--- config.mk ---
export PLATFORM = sky130hd
export DESIGN_NAME = mem_stage
export DESIGN_NICKNAME = d
export VERILOG_FILES = /design/src/rtl/mem_stage.sv
export SDC_FILE = /design/constraint.sdc
export NUM_CORES = 2
export LEC_CHECK = 0
export BUFFER_PORTS_ARGS = -buffer_cell sky130_fd_sc_hd__buf_4
export CAP_MARGIN = 20
export CORE_ASPECT_RATIO = 2
export CORE_MARGIN = 2
export CORE_UTILIZATION = 49
export DETAILED_ROUTE_END_ITERATION = 16
export SLEW_MARGIN = 20
export SYNTH_ARGS = -nofsm -noshare
export SYNTH_HDL_FRONTEND = slang
export SYNTH_SLANG_ARGS = --single-unit
export TNS_END_PERCENT = 100
--- constraint.sdc ---
create_clock -name clk -period 5.6 [get_ports clk]
set_clock_uncertainty 0.1 [all_clocks]
set_input_delay 1.12 -clock clk [delete_from_list [all_inputs] [get_ports clk]]
set_output_delay 1.12 -clock clk [all_outputs]
set_load 0.01 [all_outputs]
--- src/rtl/mem_stage.sv ---
// Memory stage: EX/MEM register, data memory with optional wait states,
// MEM/WB register, and the forwarding taps consumed by the execute stage.
module mem_stage #(
  parameter int DEPTH_LOG2  = 8,
  parameter int WAIT_STATES = 0
) (
  input  logic        clk,
  input  logic        reset,
  input  logic        ex_valid,
  input  logic [15:0] aluOut,
  input  logic [15:0] writeData,
  input  logic [4:0]  regDst,
  input  logic        regWrite,
  input  logic        memRead,
  input  logic        memWrite,
  input  logic        memToReg,
  output logic        stall,
  output logic [15:0] prevALURes,
  output logic [4:0]  rd_exmem,
  output logic        regWrite_exmem,
  output logic [15:0] prevMEMRes,
  output logic [4:0]  rd_memwb,
  output logic        regWrite_memwb
);

  // state   | meaning
  // S_READY | cnt == 0: EX/MEM entry completes on the next edge, upstream advances
  // S_WAIT  | cnt != 0: memory access still busy, upstream held

  localparam int DEPTH = 1 << DEPTH_LOG2;
  localparam int CNT_W = (WAIT_STATES > 0) ? $clog2(WAIT_STATES + 1) : 1;
  localparam logic [CNT_W-1:0] CNT_LOAD = CNT_W'(WAIT_STATES);

  typedef enum logic {S_READY, S_WAIT} state_t;

  state_t           state;
  logic [CNT_W-1:0] cnt;
  logic [CNT_W-1:0] cnt_next;
  logic             in_mem_op;
  logic             do_store;

  // memRead is not kept in EX/MEM: completion timing is fixed by cnt at
  // capture, and the read path is always live.
  logic [15:0] exmem_alu;
  logic [15:0] exmem_wd;
  logic [4:0]  exmem_rd;
  logic        exmem_rw;
  logic        exmem_mw;
  logic        exmem_m2r;

  logic [DEPTH_LOG2-1:0] addr;
  logic [15:0]           mem_rdata;
  logic [15:0]           mem [DEPTH] = '{default: 16'h0000};

  assign in_mem_op = ex_valid & (memRead | memWrite);
  assign addr      = exmem_alu[DEPTH_LOG2-1:0];
  assign mem_rdata = mem[addr];

  always_ff @(posedge clk) begin
    if (reset) begin
      cnt <= '0;
    end else begin
      cnt <= cnt_next;
    end
  end

  always_comb begin
    state    = (cnt != '0) ? S_WAIT : S_READY;
    cnt_next = cnt;
    stall    = 1'b0;
    do_store = 1'b0;
    case (state)
      S_READY: begin
        cnt_next = in_mem_op ? CNT_LOAD : '0;
        do_store = exmem_mw;
      end
      S_WAIT: begin
        stall    = 1'b1;
        cnt_next = cnt - 1'b1;
      end
      default: cnt_next = '0;
    endcase
  end

  always_ff @(posedge clk) begin
    if (reset) begin
      exmem_alu <= '0;
      exmem_wd  <= '0;
      exmem_rd  <= '0;
      exmem_rw  <= 1'b0;
      exmem_mw  <= 1'b0;
      exmem_m2r <= 1'b0;
    end else if (!stall) begin
      exmem_alu <= aluOut;
      exmem_wd  <= writeData;
      exmem_rd  <= regDst;
      exmem_rw  <= regWrite & ex_valid;
      exmem_mw  <= memWrite & ex_valid;
      exmem_m2r <= memToReg;
    end
  end

  // Not reset: memory contents survive a pipeline reset.
  always_ff @(posedge clk) begin
    if (!reset && do_store) begin
      mem[addr] <= exmem_wd;
    end
  end

  always_ff @(posedge clk) begin
    if (reset) begin
      prevMEMRes     <= '0;
      rd_memwb       <= '0;
      regWrite_memwb <= 1'b0;
    end else if (stall) begin
      rd_memwb       <= '0;
      regWrite_memwb <= 1'b0;
    end else begin
      prevMEMRes     <= exmem_m2r ? mem_rdata : exmem_alu;
      rd_memwb       <= exmem_rd;
      regWrite_memwb <= exmem_rw;
    end
  end

  assign prevALURes     = exmem_alu;
  assign rd_exmem       = exmem_rd;
  assign regWrite_exmem = exmem_rw;

endmodule

==> out/qor.csv <==
metric,value,unit
post-synthesis register bit count,4158,
Clock Latency Late Sink,0.92,ns
share of cells above drive strength 1,0.297,
setup_tns,0,ns
TritonCTS clock tree,yes,
Synth top area share,0.773,
final std cells w/o fill,12300,
Post-synth ARST share,0,
PwrDens,346,mW/mm2
"Warnings, synthesis",0,
Period minus WS final,4.80,ns
starting density of the core,0.491,
Avg Vias per Cell,6.34,
Setup crit end kind,register,
htree depth,5,
CTS sink cnt,4158,
"critical path fanouts, max",33,
Max-slew headroom,0.149,
Wirelength per Cell,35.6,um
Die Width,407,um
via count,78200,
CTS Buf Count,360,
Post-synth EDFFs,4096,
Syn Area/Cell,22.3,um2
initial DRC count,10300,
design area,0.180,mm2
Reg2Reg Setup Slack,0.80,ns
actual slew at the worst max-slew pin,1.28,ns
worst vdd ir,424,uV
Setup Buffers After CTS,0,
global route overflow,0,
Setup CP Type,reg2reg,
setup violators final,0,
Hold Path Class,in2reg,
Final #Nets,7766,
dominant cell type by area after synthesis,edfxtp_1,
Overall Power,62300,uW
"Top FF cell, synth",edfxtp_1,
DR pass1 iterations,6,
pin count of the biggest net entering global routing,209,
number of global-route vias before repair,76600,
area growth from synthesis to layout,13.0,%
die area,0.330,mm2
WL final,439,mm
leak pwr,0.0617,uW
placed insts,11700,
final hold vios,0,
register area share after synthesis,0.780,
GRT Resource Usage Total,0.266,
Post-DP Area,0.168,mm2
"Distinct cells, synth",68,
Core ar.,0.324,mm2
Max Slew Vio Count,0,
mapped cell area,0.159,mm2
FP Rows,296,
first-pass GRT wire length,612,mm
max-cap violation count,0,
remaining antenna violation count,0,
RSZ-0062 raised after global routing,no,
antenna violations before repair,17,
Max Buffers Root-to-Sink,4,
Cells after Synth,7154,
die height,810,um
clk slew on worst S/H paths,0.07,ns
Resized Gates After CTS,0,
gpl congestion,0.907,
critical path startpoint category,register,
Worst Path Arrival,5.47,ns
I/O pin cnt,89,
IO Port Bufs,86,
post-DP HPWL,268,mm
fmax,0.208,GHz
Post-CTS Hold Buffers,0,
final worst-path cycle share,0.857,
synth top area cells,"edfxtp_1 77%, mux4_2 15%, mux2i_1 1.4%",
status,finished clean,
Mapped Nets,7198,
Residual DRC,0,
WP data required,6.27,ns
root buffer cell,clkbuf_16,
logic make-up (layout without fill, tap and decap cells):
kind of cell,count (synthesis),after routing,synth area share
mux,1267,1267,0.161
other cells,1,3,0.0000236
simple gates,807,807,0.0225
flops,4158,4158,0.780
compound gates,484,484,0.0213
buf+inv,437,1291,0.0149
worst max-delay path, stage by stage, from the launching register on:
cell and delay [ns]:
dfxtp_4 1.09, buf_12 0.29, buf_4 0.28, buf_12 0.30, mux4_2 0.56, mux2i_1 0.27, o22ai_1 0.18, nor2_1 0.27
o21ai_0 0.38, a31oi_1 0.66, a211oi_1 0.15
registers in the layout, indices dropped and copies added, names as in the netlist:
signal          cells
exmem_m2r           1
rd_exmem            5
prevALURes         16
regWrite_exmem      1
mem              4096
exmem_mw            1
rd_memwb            5
exmem_wd           16
prevMEMRes         16
regWrite_memwb      1
cell usage in the layout, fill, tap and decap left out, types with 13 or more instances in the layout:
cell type and instances:
o22ai_1 110, clkinv_2 56, clkbuf_1 66, nor3_2 48, nand2_1 217, clkbuf_16 367, buf_12 56, mux4_2 1032
edfxtp_1 4096, nor3_1 19, clkinvlp_4 19, a21oi_1 43, o21ai_0 73, a32oi_1 41, nand3_1 44, nor2_1 242
clkinv_1 78, a31oi_1 26, nand4_1 13, dfxtp_4 22, a221oi_1 16, a22o_1 15, a211oi_1 38, buf_4 576
nor2b_1 47, bufinv_16 36, mux2i_1 219, a22oi_1 23, o221ai_1 34, mux2_2 16, dfxtp_1 37, nor2_2 70
path summary, 6_finish.rpt:
path	startpoint	end	depth (start not counted)
worst max-delay path	prevALURes[0]$_SDFF_PP0_	prevMEMRes[11]$_SDFF_PP0_	10
worst min-delay path	aluOut[12]	prevALURes[12]$_SDFF_PP0_	2
worst max register to register	prevALURes[0]$_SDFF_PP0_	prevMEMRes[11]$_SDFF_PP0_	10
worst min register to register	rd_exmem[3]$_SDFF_PP0_	rd_memwb[3]$_SDFF_PP0_	1
power breakdown:
part	total, uW	switching (uW)	internal [uW]	leakage [uW]
registers	34400	186	34200	0.0432
clock network	25100	11300	13700	0.00560
logic	2930	1950	981	0.0130
through the flow:
stage / setup WS [ns] / utilization / hold slack [ns]
after detailed placement: 0.787 / 0.520 / 0.360
after global placement: 0.763 / 0.520 / 0.346
final: 0.799 / 0.555 / 0.305
after floorplan: 1.27 / - / 0.392
after global routing: 0.833 / 0.555 / 0.287
after CTS: 0.789 / 0.555 / 0.245
routing by layer:
layer | wire, um | GRT usage | up-vias | share of wire
li1 | - | - | 31300 | -
met1 | 173000 | 0.379 | 42200 | 0.39
met2 | 208000 | 0.413 | 3909 | 0.47
met3 | 37700 | 0.0453 | 744 | 0.086
met4 | 20700 | 0.107 | 8 | 0.047
met5 | 45 | 0 | - | 0.00010
synthesized netlist by cell type (62+ instances only):
library cell / instances
mux4_2: 1032
dfxtp_1: 62
o21ai_0: 73
nor2_1: 319
edfxtp_1: 4096
clkbuf_1: 188
o22ai_1: 110
buf_2: 79
nor3_1: 67
buf_4: 75
nand2_1: 222
mux2i_1: 219
final cells by class:
type,count,area (um2)
multi-input cells,2559,33200
well taps,4321,5410
diodes,2,5.00
inverters,8,45.0
repair buffers,635,5500
clock buffers,433,9430
clock inverters,215,2100
fillers,24100,144000
flip-flops and latches,4158,124000
Power figures use the tool's default switching activity.
